[src/rtl/serv_bufreg_pkg.sv]
// Shared types and constants for the serv_bufreg3 buffer register slice.
package serv_bufreg_pkg;

  typedef enum logic [2:0] {
    IDLE  = 3'd0,
    ARM   = 3'd1,
    ALIGN = 3'd2,
    COUNT = 3'd3,
    DONE  = 3'd4
  } sh_state_e;

  localparam logic [1:0] SIZE_BYTE = 2'd0;
  localparam logic [1:0] SIZE_HALF = 2'd1;
  localparam logic [1:0] SIZE_WORD = 2'd2;

  function automatic bit legal_w(input int unsigned w);
    return (w == 1) || (w == 2) || (w == 4) || (w == 8);
  endfunction

endpackage

[src/rtl/serv_shamt_cnt.sv]
// Shift-amount counter: arms from the staged operand, aligns the residual
// (amount mod W) in one beat, then counts whole W-bit shift beats.
module serv_shamt_cnt
  import serv_bufreg_pkg::*;
#(
  parameter int unsigned W  = 4,
  parameter int unsigned LB = 2
) (
  input  logic          i_clk,
  input  logic          i_rst,
  input  logic          i_en,
  input  logic          i_init,
  input  logic          i_cnt_done,
  input  logic          i_shift_op,
  input  logic [4:0]    i_shamt,
  output logic [LB-1:0] o_sh_res,
  output logic          o_sh_align,
  output logic          o_sh_done,
  output logic          o_sh_done_r
);

  sh_state_e     state_q, state_d;
  logic [5:0]    cnt_q, cnt_d;
  logic [LB-1:0] res_q, res_d;
  logic [5:0]    cnt_dec;
  logic [LB-1:0] shamt_res;
  logic          count_beat;

  assign cnt_dec    = cnt_q - 6'(W);
  assign shamt_res  = (W == 1) ? '0 : i_shamt[LB-1:0];
  assign count_beat = i_shift_op & ~i_init;

  always_comb begin
    state_d = state_q;
    cnt_d   = cnt_q;
    res_d   = res_q;
    unique case (state_q)
      IDLE: begin
        if (i_en & i_init & i_cnt_done & i_shift_op) state_d = ARM;
      end
      ARM: begin
        cnt_d   = {1'b0, i_shamt};
        res_d   = shamt_res;
        state_d = (shamt_res != '0) ? ALIGN : COUNT;
      end
      ALIGN: begin
        cnt_d   = cnt_q - 6'(res_q);
        state_d = COUNT;
      end
      COUNT: begin
        if (count_beat) begin
          cnt_d = cnt_dec;
          if (cnt_dec[5]) state_d = DONE;
        end
      end
      DONE: begin
        state_d = DONE;
      end
      default: state_d = IDLE;
    endcase
    // Shift abandoned: drop back to idle but keep cnt/res as they were
    if ((state_q != IDLE) && !i_shift_op) begin
      state_d = IDLE;
      cnt_d   = cnt_q;
      res_d   = res_q;
    end
  end

  always_ff @(posedge i_clk or posedge i_rst) begin
    if (i_rst) begin
      state_q <= IDLE;
      cnt_q   <= '0;
      res_q   <= '0;
    end else begin
      state_q <= state_d;
      cnt_q   <= cnt_d;
      res_q   <= res_d;
    end
  end

  assign o_sh_res    = (state_q == ALIGN) ? res_q : '0;
  assign o_sh_align  = (state_q == ALIGN);
  assign o_sh_done   = (state_q == COUNT) & count_beat & cnt_dec[5];
  assign o_sh_done_r = (state_q == DONE);

endmodule

[src/rtl/serv_bufreg3.sv]
// Buffer register for the W-bit serial datapath: op_b select, store/load data,
// shift counting. Define SERV_BUFREG_LOADEXT_EN to build sub-word load extension.
module serv_bufreg3
  import serv_bufreg_pkg::*;
#(
  parameter int unsigned BITS_PER_CYCLE = 4,
  parameter int unsigned LB = (BITS_PER_CYCLE > 1) ? $clog2(BITS_PER_CYCLE) : 1
) (
  input  logic                      i_clk,
  input  logic                      i_rst,
  input  logic                      i_en,
  input  logic                      i_init,
  input  logic                      i_cnt_done,
  input  logic [1:0]                i_lsb,
  input  logic                      i_byte_valid,
  input  logic                      i_op_b_sel,
  input  logic                      i_shift_op,
  input  logic                      i_right_shift_op,
  input  logic [BITS_PER_CYCLE-1:0] i_rs2,
  input  logic [BITS_PER_CYCLE-1:0] i_imm,
  input  logic                      i_load,
  input  logic [31:0]               i_dat,
  input  logic                      i_signed,
  input  logic [1:0]                i_size,
  output logic [BITS_PER_CYCLE-1:0] o_op_b,
  output logic [BITS_PER_CYCLE-1:0] o_q,
  output logic [LB-1:0]             o_sh_res,
  output logic                      o_sh_align,
  output logic                      o_sh_done,
  output logic                      o_sh_done_r,
  output logic [31:0]               o_dat
);

  localparam int unsigned W = BITS_PER_CYCLE;

  if (!legal_w(W)) begin : g_bad_w
    $error("serv_bufreg3: BITS_PER_CYCLE must be 1, 2, 4 or 8");
  end

  logic [31:0]  dat_q, dat_d;
  logic [W-1:0] lane;

  assign o_op_b = i_op_b_sel ? i_rs2 : i_imm;

  // Bus ack overrides any serial beat in the same cycle
  always_comb begin
    dat_d = dat_q;
    if (i_load) begin
      dat_d = i_dat;
    end else if ((i_en & (i_init | i_byte_valid)) | (i_init & i_shift_op & i_en)) begin
      dat_d = {o_op_b, dat_q[31:W]};
    end
  end

  always_ff @(posedge i_clk or posedge i_rst) begin
    if (i_rst) dat_q <= '0;
    else       dat_q <= dat_d;
  end

  assign lane  = dat_q[{i_lsb, 3'b000} +: W];
  assign o_dat = dat_q;

  serv_shamt_cnt #(
    .W  (W),
    .LB (LB)
  ) u_shamt_cnt (
    .i_clk       (i_clk),
    .i_rst       (i_rst),
    .i_en        (i_en),
    .i_init      (i_init),
    .i_cnt_done  (i_cnt_done),
    .i_shift_op  (i_shift_op),
    .i_shamt     (dat_q[4:0]),
    .o_sh_res    (o_sh_res),
    .o_sh_align  (o_sh_align),
    .o_sh_done   (o_sh_done),
    .o_sh_done_r (o_sh_done_r)
  );

`ifdef SERV_BUFREG_LOADEXT_EN
  logic [5:0] beat_q, beat_d;
  logic       ext_q, ext_d;
  logic [4:0] msb_idx;
  logic       ext_active;
  logic       unused_in;

  assign unused_in = i_right_shift_op;

  // Item MSB position; a half-word at lane 3 wraps within the word
  assign msb_idx = (i_size == SIZE_HALF) ? ({i_lsb, 3'b000} + 5'd15) : {i_lsb, 3'b111};

  always_comb begin
    beat_d = beat_q;
    ext_d  = ext_q;
    if (i_cnt_done) begin
      beat_d = '0;
    end else if (i_en & ~i_init & (beat_q != 6'd63)) begin
      beat_d = beat_q + 6'd1;
    end
    if (i_load) ext_d = i_signed & i_dat[msb_idx];
  end

  always_ff @(posedge i_clk or posedge i_rst) begin
    if (i_rst) begin
      beat_q <= '0;
      ext_q  <= 1'b0;
    end else begin
      beat_q <= beat_d;
      ext_q  <= ext_d;
    end
  end

  assign ext_active = ((i_size == SIZE_BYTE) || (i_size == SIZE_HALF)) &&
                      ((10'(beat_q) * 10'(W)) >= (10'd8 << i_size));
  assign o_q = ext_active ? {W{ext_q}} : lane;
`else
  logic unused_in;

  assign unused_in = ^{i_right_shift_op, i_signed, i_size, SIZE_WORD};
  assign o_q       = lane;
`endif

endmodule

[config.mk]
export PLATFORM = sky130hd
export DESIGN_NAME = serv_bufreg3
export DESIGN_NICKNAME = d
export VERILOG_FILES = /design/src/rtl/serv_bufreg_pkg.sv /design/src/rtl/serv_shamt_cnt.sv /design/src/rtl/serv_bufreg3.sv
export SDC_FILE = /design/constraint.sdc
export NUM_CORES = 1
export LEC_CHECK = 0
export CORE_MARGIN = 5
export CORE_UTILIZATION = 43
export DETAILED_ROUTE_END_ITERATION = 7
export MAX_ROUTING_LAYER = met4
export PLACE_DENSITY = 0.88
export SYNTH_ARGS = -nofsm -noshare
export SYNTH_HDL_FRONTEND = slang
export SYNTH_SLANG_ARGS = --single-unit
[constraint.sdc]
create_clock -name i_clk -period 2.1 [get_ports i_clk]
set_clock_uncertainty 0.1 [all_clocks]
set_input_delay 0.21 -clock i_clk [delete_from_list [all_inputs] [get_ports i_clk]]
set_output_delay 0.21 -clock i_clk [all_outputs]
set_load 0.02 [all_outputs]
# Word level (Yosys, flattened, before mapping)
# Index checks and enable logic that the tools add are counted.
[word_totals] ff_bits=43 input_bits=55 word_cells=50
[classes] shifts=1 bitwise_logic=13 n_eq_ne=8 reduce_logical=10 n_addsub=2 mux=12
[ops] operator="$mux W32" count=2
[ops] operator="$shiftx A32 B6 Y4" count=1
[ops] operator="$pmux W6 S3" count=1
[ops] operator="$pmux W3 S5" count=1
[ops] operator="$mux W3" count=4
[ops] operator="$and A1 B1 Y1" count=9
[ops] operator="$ne A3 B1 Y1 const B" count=3
[ops] operator="$eq A3 B2 Y1 const B" count=2
[ops] operator="$mux W6" count=1
[ops] operator="$reduce_and A3 Y1" count=2
[ops] operator="$reduce_bool A3 Y1" count=2
[ops] operator="$sub A6 B2 Y6" count=1
[ops] operator="$sub A6 B3 Y6 const B" count=1
[ops] operator="$mux W4" count=1
[ops] operator="$reduce_bool A2 Y1" count=2
[ops] operator="$eq A3 B1 Y1 const B" count=1
[ops] operator="$eq A3 B3 Y1 const B" count=1
[ops] operator="$logic_not A3 Y1" count=1
[ops] operator="$mux W2" count=1
[ops] operator="$ne A2 B1 Y1 const B" count=1
[ops] operator="$not A1 Y1" count=2
[ops] operator="$or A1 B1 Y1" count=2
[ops] operator="$reduce_and A2 Y1" count=1
[ops] operator="$logic_and A1 B1 Y1" count=1
[ops] operator="other kinds (2)" count=2

# Logic depth before layout (Yosys ltp)
# Gate-level depths: netlist of run 1.
[logic_depth] word_depth=6 ltp_mapped=8

# Cells and area by module
# Synthesis of run 1 repeated with hierarchy kept, for this count alone.
[hier_totals] hier_cells=239 hier_area_um2=2484.9
[by_module_without_submodules] module="serv_bufreg3" n_inst=1 seq_area_each_um2=800.8 cells_per_inst=148 area_per_inst_um2=1674.1
[by_module_without_submodules] module="serv_shamt_cnt" n_inst=1 seq_area_each_um2=275.3 cells_per_inst=91 area_per_inst_um2=810.8

# Worst setup path before layout of run 1
# No wires, ideal clock.
[synth_path] path_type="flip-flop to flip-flop" from="reg u_shamt_cnt.cnt_q[0]" to="reg u_shamt_cnt.cnt_q[4]" path_buffers=0 path_slack_ns=0.387 path_stages_with_launch=9 setup_ns=0.078 arrival_time_ns=1.536 cell_sequence="dfrtp_1 inv_1 ha_1 inv_1 fa_1 nor2b_1 nor4b_1 a21oi_1 o2bb2ai_1"
[synth_via] elab_chain_cells=3
[synth_lines] item="start: declaration" line_no="serv_shamt_cnt.sv:23" source="logic [5:0] cnt_q, cnt_d;"
[synth_lines] item="start signal: assignment" line_no="serv_shamt_cnt.sv:76" source="cnt_q <= cnt_d;"
[synth_lines] item="$sub A6 B3 Y6" line_no="serv_shamt_cnt.sv:29" source="assign cnt_dec = cnt_q - 6'(W);"
[synth_lines] item="$mux W6" line_no="serv_shamt_cnt.sv:51" source="if (count_beat) begin"
[synth_lines] item="$pmux W6 S3 *" line_no="serv_shamt_cnt.sv:37" source="unique case (state_q)"
# Mark *: on every way between the ends. The rest lies on a longest branch, timed or not. The select of a mux whose other input is x is not followed.
# A chain may end at the register's enable or synchronous reset.

# Worst setup path after layout of run 1
[layout_path] from="in i_lsb[1]" to="out o_q[2]"
[layout_via] elab_chain_cells=1
[layout_lines] item="start: declaration" line_no="serv_bufreg3.sv:14" source="input logic [1:0] i_lsb,"
[layout_lines] item="$shiftx A32 B6 Y4" line_no="serv_bufreg3.sv:60" source="assign lane = dat_q[{i_lsb, 3'b000} +: W];"
[layout_lines] item="end: declaration" line_no="serv_bufreg3.sv:26" source="output logic [BITS_PER_CYCLE-1:0] o_q,"
# Every way passes these cells.

==> results.cfg, run 1 <==
[power_and_ir_drop]
pwr-share-clk = 0.193
p_sw_w = 0.000924
ir_worst_vdd_uv = 380
p_comb_frac = 0.382
leakage_nw = 1.59
p_int_w = 0.00171
powerDensity_mw_per_mm2 = 735
switching_share = 0.351
seqPwrFrac = 0.425

[clock_tree]
path_clk_slew_ns = 0.08
cts_buffers = 5
htreeDepth = 2
hold_buffers = 0
clk_path_buf_depth = 2
clockRootBuffer = clkbuf_8
cts_sinks = 43
clk_latency_ns = 0.30
cts_tree = done

[setup_path]
critPathMaxFanout = 4
reg2reg_slack_ns = 0.15
crit_required_ns = 1.79
rr_worst_depth = 8
crit_path_end_kind = output pin
cp_data_arrival_time_ns = 1.70
start_kind = input port
timing.rr.end = u_shamt_cnt.cnt_q[4]
reg2reg_from = u_shamt_cnt.cnt_q[0]
critPathKind = in -> out

[final_layout]
register_area_sq_mm = 0.00108
syn_to_final_growth_pct = 47.1
num-nets-final = 398
fill_cells = 444
drive_gt1_frac = 0.109
multiInputGateArea_sq_mm = 0.00126
diodes = 0

[drt]
dr.first_iter.drc_count = 60
drc_errors = 0
wl_per_cell_um = 16.0
final_antenna_net_count = 0
vias = 2132
post_drt_via_cell_ratio = 5.17
first_pass_iters = 4
routed_wirelength_um = 6590

[timing]
slew_viol_final = 0
period_needed_ns = 2.01
setup_tns_ns = 0
maxSlewHeadroom = 0.654
rsz0062_at_grt = false
period_share = 0.958
setup_violations = 0
hold_ws_ns = 0.171
worst_slew_pin_slew_ns = 0.518
max_freq_ghz = 0.497
finalHoldViolCount = 0

[synth]
async_reset_ff_frac = 1.00
synth_area_leaders = dfrtp_1, mux2i_1, nand2_1
synth_cells = 239
yosysWarnings = 0
synth.net_count = 298
avgSynthCellArea_sq_um = 10.2
synthDominantCellAreaShare = 0.441
synth_edf_count = 0
synth_area_sq_mm = 0.00244
yosysSeqAreaShare = 0.441
yosysUniqueCellTypes = 44
synth_ff_type = dfrtp_1
yosys_register_bits = 43
yosysTopAreaCell = dfrtp_1

[grt]
grt_pass1_wl_um = 10800
gr-total-overflow = 0
grt_pass1_vias = 2206
grt_max_degree = 39
antenna_found_initial = 0
gr-usage-all-layers = 0.193

[floorplanning]
start_util = 0.443
num_io_pins = 100
row_count = 27
die_h_um = 85.3
die_area_sq_mm = 0.00727
die-width_um = 85.3
coreArea_sq_mm = 0.00551

[run]
max-cap-violations = 0

[placed_design]
io_buffer_count = 95
hpwl_um = 5070
gp_congestion = 0.853

[hold_path]
min_path_type = in -> async

[status]
status = finished clean
critical path, stage by stage:
cell and delay (ns):
clkdlybuf4s50_1 0.60, mux4_2 0.55, dlygate4sd2_1 0.34
cells by family (layout without fill, tap and decap cells):
group	count (synthesis)	after routing	share of synthesized area
simple gates	81	81	0.181
xor+xnor	2	2	0.00719
mux	37	37	0.175
flops	43	43	0.441
buf+inv	19	120	0.0421
compound gates	53	53	0.129
fa+ha+maj	4	4	0.0236
area by class of cell:
| type | instances | area share |
|---|---|---|
| Timing Repair Buffer | 106 | 0.294 |
| Clock inverter | 1 | 0.00140 |
| Tap cell | 72 | 0.0251 |
| Multi-Input combinational cell | 177 | 0.351 |
| Clock buffer | 7 | 0.0213 |
| Inverter | 6 | 0.00628 |
| Sequential cell | 43 | 0.300 |
per-layer routing:
metal / vias to the layer above / wire length, um / track usage
met3: 7 / 420 / 0.0524
met5: - / 0 / -
met1: 1016 / 2840 / 0.236
met2: 69 / 3250 / 0.313
met4: 0 / 83 / 0.0561
li1: 1040 / - / -
cells in the mapped netlist (3+ instances only):
master / count
mux2i_1: 28
o21ai_1: 26
nand2b_1: 4
dfrtp_1: 43
nand2_1: 36
nor2_1: 12
mux4_2: 4
a21oi_1: 7
clkbuf_1: 7
mux2_2: 5
ha_1: 3
buf_6: 3
nor2b_1: 6
o31ai_1: 4
inv_1: 6
o21ai_0: 6
nor3_1: 7
worst max path at each step:
stage / from / endpoint / slack [ns] / cells past startpoint
floorplan: u_shamt_cnt.cnt_q[0] / u_shamt_cnt.cnt_q[4] / 0.39 / 8
global placement: i_lsb[1] / o_q[2] / -0.15 / 3
detailed placement: i_lsb[1] / o_q[2] / -0.15 / 3
CTS: i_lsb[1] / o_q[2] / 0.07 / 3
global route: u_shamt_cnt.cnt_q[4] / o_sh_done / 0.003 / 4
finish: i_lsb[1] / o_q[2] / 0.09 / 3
through the flow:
step | utilization | area [sq um] | worst slack, ns | cells | total power, W
2_1_floorplan | - | 2440 | 0.387 | 239 | 0.00171
5_1_grt | 0.651 | 3590 | 0.00276 | 412 | 0.00281
3_5_place_dp | 0.637 | 3510 | -0.154 | 403 | 0.00216
4_1_cts | 0.651 | 3590 | 0.0686 | 412 | 0.00266
6_report | 0.651 | 3590 | 0.0891 | 412 | 0.00263
3_3_place_gp | 0.637 | 3510 | -0.152 | 403 | 0.00210
what timing repair did:
action	4_1_cts	5_1_grt
gates resized for setup	9	0
setup buffers	1	0
endpoints found under the setup margin	9	0
state kept, by name (all words and copies together), names as in the netlist:
| name | cells |
|---|---|
| u_shamt_cnt.state_q | 3 |
| o_dat | 32 |
| u_shamt_cnt.res_q | 2 |
| u_shamt_cnt.cnt_q | 6 |
placed cells by master (no fill, tap or decap), drive strengths merged, types with 2 or more instances in the layout:
cell type / count
nor2: 13
nand2b: 5
clkbuf: 7
clkdlybuf4s50: 86
nand2: 36
mux2: 5
a21oi: 7
inv: 6
dlygate4sd2: 8
nor3: 8
buf: 12
nor3b: 3
xnor2: 2
ha: 3
o31ai: 4
o21ai: 33
nand3: 3
mux2i: 28
and2: 2
dfrtp: 43
mux4: 4
nor2b: 6
power by group through the flow:
stage | Clock (W) | Combinational (W) | Sequential, W
floorplan | 0 | 0.000539 | 0.00117
global placement | 0 | 0.000981 | 0.00112
detailed placement | 0 | 0.00102 | 0.00113
CTS | 0.000521 | 0.00102 | 0.00112
global route | 0.000563 | 0.00110 | 0.00115
finish | 0.000509 | 0.00101 | 0.00112
Note: power is estimated with default switching activity, not from simulation.
==> run 2, diff against run 1 <==
--- a/config.mk
+++ b/config.mk
@@ -9,7 +9,7 @@
 export CORE_UTILIZATION = 43
 export DETAILED_ROUTE_END_ITERATION = 7
 export MAX_ROUTING_LAYER = met4
-export PLACE_DENSITY = 0.88
+export PLACE_DENSITY = 0.87
 export SYNTH_ARGS = -nofsm -noshare
 export SYNTH_HDL_FRONTEND = slang
 export SYNTH_SLANG_ARGS = --single-unit
==> results.cfg, run 2 (synthesis results as in run 1) <==
[floorplanning]
start_util = 0.443
die-width_um = 85.3
die_area_sq_mm = 0.00727
die_h_um = 85.3
row_count = 27
num_io_pins = 100
coreArea_sq_mm = 0.00551

[clock_tree]
hold_buffers = 0
cts_sinks = 43
clockRootBuffer = clkbuf_8
htreeDepth = 2
clk_latency_ns = 0.29
cts_tree = done
clk_path_buf_depth = 2
cts_buffers = 5
path_clk_slew_ns = 0.08

[setup_path]
cp_data_arrival_time_ns = 1.71
critPathMaxFanout = 5
slowest_delay_ns = 0.44
crit_path_end_kind = output pin
crit_required_ns = 1.79
critPathKind = reg -> out
cp_slowest_cell = dfrtp_1
start_kind = flop
cp_cell_sequence = nor3_2 -> xnor2_1 -> nor4_4 -> clkdlybuf4s15_1
cp_num_buf_inv = 1
critical_path.top_delay_family = simple AND/OR/NAND/NOR gates

[placed_design]
place_inst = 405
gp_congestion = 0.914
io_buffer_count = 95
hpwl_um = 5080

[grt]
gr-usage-all-layers = 0.190
grt_pass1_vias = 2313
grt_max_degree = 37
grt_pass1_wl_um = 10700
antenna_found_initial = 0
gr-total-overflow = 0

[drt]
first_pass_iters = 4
final_antenna_net_count = 0
topRoutingLayerUsed = met4
wl_met3_um = 358
vias = 2177
dr.first_iter.drc_count = 92
routed_wirelength_um = 6500
post_drt_via_cell_ratio = 5.26
wl_met2_um = 3300
wl_per_cell_um = 15.7
drc_errors = 0
wl_met1_um = 2750

[timing]
worst_slew_pin_slew_ns = 0.545
maxSlewHeadroom = 0.637
period_share = 0.962
slew_viol_final = 0
rsz0062_at_grt = false
setup_tns_ns = 0
max_freq_ghz = 0.495
finalHoldViolCount = 0
period_needed_ns = 2.02
setup_violations = 0

[final_layout]
largest_reg_flops = 32
finalNonFillerCells = 414
layout_common_cells = clkdlybuf4s50_1, dfrtp_1, nand2_1
drive_gt1_frac = 0.111
final_common_cell = clkdlybuf4s50_1
num-nets-final = 400
fill_cells = 454
syn_to_final_growth_pct = 48.3
diodes = 0

[power_and_ir_drop]
p_comb_frac = 0.388
pwr-share-clk = 0.189
switching_share = 0.348
seqPwrFrac = 0.422
p_int_w = 0.00172
powerDensity_mw_per_mm2 = 728
leakage_nw = 1.65
ir_worst_vdd_uv = 381
total_power_w = 0.00263
p_sw_w = 0.000915

[status]
status = finished clean

[hold_path]
min_path_type = in -> async

[run]
max-cap-violations = 0
==> run 2: cell count changes in the layout (fill, tap and decap cells not counted), sizes merged <==
| cell | previous run | this run |
|---|---|---|
| clkdlybuf4s15 | 0 | 1 |
| dlymetal6s2s | 0 | 4 |
| clkdlybuf4s50 | 86 | 85 |
| dlygate4sd2 | 8 | 4 |
| buf | 12 | 14 |
==> run 2: final timing paths <==
| path | startpoint | to | slack (ns) | cells past startpoint |
|---|---|---|---|---|
| worst max-delay path | u_shamt_cnt.cnt_q[4] | o_sh_done | 0.08 | 4 |
| worst min-delay path | i_rst | o_dat[0] | 0.18 | 2 |
| worst max register to register | u_shamt_cnt.cnt_q[0] | u_shamt_cnt.cnt_q[4] | 0.25 | 8 |
| worst min register to register | u_shamt_cnt.cnt_q[0] | u_shamt_cnt.cnt_q[0] | 0.44 | 2 |
| max in group asynchronous | i_rst | u_shamt_cnt.res_q[0] | 1.23 | 3 |
| min in group i_clk | i_load | o_dat[23] | 0.31 | 3 |
==> run 2: stage by stage <==
stage / utilization / hold slack, ns / setup slack, ns / area, sq um
CTS: 0.654 / 0.186 / 0.00137 / 3600
finish: 0.656 / 0.176 / 0.0797 / 3610
floorplan: - / 0.225 / 0.387 / 2440
global route: 0.656 / 0.244 / 0.0168 / 3610
detailed placement: 0.639 / 0.430 / -0.167 / 3520
global placement: 0.639 / 0.414 / -0.155 / 3520
==> run 2: final cells by class <==
type,count,area [sq um],area share
clock buffer,7,76.3,0.0211
tap,72,90.1,0.0249
multi-input combinational,177,1260,0.348
timing repair buffer,108,1090,0.300
inverter,6,22.5,0.00623
sequential,43,1080,0.298
clock inverter,1,5.00,0.00138
==> run 2: timing repair <==
item,in CTS,in global routing
resized for setup,5,5
cloned,0,0
buffers inserted,1,0
endpoints found under the setup margin,6,5
pin swaps,1,0
==> run 2: worst register-to-register path, stage by stage (launching register included) <==
cell and delay (ns):
dfrtp_1 0.38, inv_1 0.06, ha_1 0.15, inv_1 0.05, fa_1 0.37, nor2b_1 0.17
nor4b_1 0.29, a21oi_1 0.07, o2bb2ai_1 0.15
==> run 2: per-layer routing <==
metal | vias to the layer above | global-route usage
met4 | 0 | 0.0590
met1 | 1033 | 0.223
met3 | 10 | 0.0350
met5 | - | -
met2 | 79 | 0.329
li1 | 1055 | -
==> run 2: power by group through the flow <==
stage / logic (W) / registers, W / clock network, W
2_1_floorplan: 0.000539 / 0.00117 / 0
3_3_place_gp: 0.000994 / 0.00112 / 0
3_5_place_dp: 0.00104 / 0.00113 / 0
4_1_cts: 0.00104 / 0.00111 / 0.000516
5_1_grt: 0.00113 / 0.00113 / 0.000552
6_report: 0.00102 / 0.00111 / 0.000498
==> run 3, diff against run 2 <==
--- a/config.mk
+++ b/config.mk
@@ -5,6 +5,7 @@
 export SDC_FILE = /design/constraint.sdc
 export NUM_CORES = 1
 export LEC_CHECK = 0
+export CORE_ASPECT_RATIO = 1.75
 export CORE_MARGIN = 5
 export CORE_UTILIZATION = 43
 export DETAILED_ROUTE_END_ITERATION = 7
==> results.cfg, run 3 (synthesis results as in run 1) <==
[grt]
grt_pass1_wl_um = 11300
antenna_found_initial = 0
grt_pass1_vias = 2343
gr-usage-all-layers = 0.212
grt_max_degree = 37
gr-total-overflow = 0

[timing]
setup_violations = 0
setup_ws_ns = 0.0805
setup_tns_ns = 0
worst_slew_pin_slew_ns = 0.597
max_freq_ghz = 0.495
rsz0062_at_grt = false
finalHoldViolCount = 0
period_share = 0.962
slew_viol_final = 0
period_needed_ns = 2.02
maxSlewHeadroom = 0.602

[drt]
vias = 2225
first_pass_iters = 4
wl_per_cell_um = 16.5
post_drt_via_cell_ratio = 5.22
dr.first_iter.drc_count = 87
final_antenna_net_count = 0
routed_wirelength_um = 7050
drc_errors = 0

[floorplanning]
start_util = 0.440
die_h_um = 110
coreArea_sq_mm = 0.00554
die-width_um = 66.9
num_io_pins = 100
row_count = 36
die_area_sq_mm = 0.00733

[clock_tree]
cts_sinks = 43
cts_buffers = 5
htreeDepth = 2
path_clk_slew_ns = 0.08
hold_buffers = 0
clk_latency_ns = 0.29
clockRootBuffer = clkbuf_8
clk_path_buf_depth = 2
cts_tree = done

[final_layout]
drive_gt1_frac = 0.140
fill_cells = 459
largest_reg_flops = 32
syn_to_final_growth_pct = 50.6
layout_common_cells = clkdlybuf4s50_1, dfrtp_1, nand2_1
final_common_cell = clkdlybuf4s50_1
diodes = 0
finalNonFillerCells = 426
num-nets-final = 408

[placed_design]
place_inst = 417
io_buffer_count = 95
gp_congestion = 0.976
place_ws_ns = -0.0439
hpwl_um = 5590

[setup_path]
start_kind = flop
cp_data_arrival_time_ns = 1.71
crit_required_ns = 1.79
critPathMaxFanout = 5
crit_path_start = u_shamt_cnt.state_q[2]
rr_worst_depth = 8
crit_path_end_kind = output pin
critPathKind = reg -> out
reg2reg_from = u_shamt_cnt.cnt_q[0]

[power_and_ir_drop]
ir_worst_vdd_uv = 402
powerDensity_mw_per_mm2 = 751
leakage_nw = 1.65

[status]
status = finished clean

[hold_path]
min_path_type = in -> async

[run]
max-cap-violations = 0
==> run 3: cell types whose count changed in the layout (fill, tap and decap cells not counted), moves of 2 or more <==
| cell | change |
|---|---|
| buf_12 | -2 |
| buf_4 | +10 |
| clkbuf_1 | -2 |
| clkbuf_8 | +2 |
| clkdlybuf4s50_1 | +2 |
| dlygate4sd2_1 | +2 |
| dlymetal6s2s_1 | -3 |
==> run 3: final timing paths <==
kind | end | slack, ns
worst min register to register | u_shamt_cnt.cnt_q[0] | 0.45
worst max-delay path | o_sh_align | 0.08
worst max register to register | u_shamt_cnt.cnt_q[4] | 0.16
min in group i_clk | o_dat[20] | 0.22
worst min-delay path | u_shamt_cnt.state_q[2] | 0.20
max in group asynchronous | o_dat[30] | 1.12
==> run 3: what timing repair did <==
item / in CTS / in global routing
pin swaps: 1 / 0
endpoints found under the setup margin: 7 / 2
gates resized for setup: 6 / 2
setup buffers: 1 / 0
==> run 3: through the flow <==
step	total power (W)	area, sq um	utilization	hold slack [ns]
finish	0.00276	3670	0.662	0.198
global route	0.00294	3670	0.662	0.240
CTS	0.00278	3660	0.661	0.216
detailed placement	0.00220	3560	0.643	0.432
global placement	0.00216	3560	0.643	0.417
floorplan	0.00171	2440	-	0.225
==> run 3: report_power, final <==
group	switching [W]	total, W	internal (W)
registers	0.000139	0.00110	0.000964
logic	0.000533	0.00107	0.000538
clock network	0.000283	0.000583	0.000299
==> run 3: worst max-delay path: stages (launching register included) <==
cell             delay (ns)
dfrtp_1                0.47
nor3b_4                0.29
clkdlybuf4s50_1        0.65
==> run 3: final cells by class <==
| type | instances | area (sq um) | share of cell area |
|---|---|---|---|
| multi-input cells | 177 | 1260 | 0.344 |
| repair buffers | 116 | 1110 | 0.303 |
| well taps | 76 | 95.1 | 0.0259 |
| clock buffers | 7 | 96.3 | 0.0263 |
| clock inverters | 1 | 7.51 | 0.00205 |
| inverters | 6 | 22.5 | 0.00614 |
| flip-flops and latches | 43 | 1080 | 0.293 |
==> run 3: metal layers <==
layer	track usage	wire [um]
met1	0.232	2650
met5	-	0
met4	0.0958	250
met3	0.0368	442
met2	0.370	3710
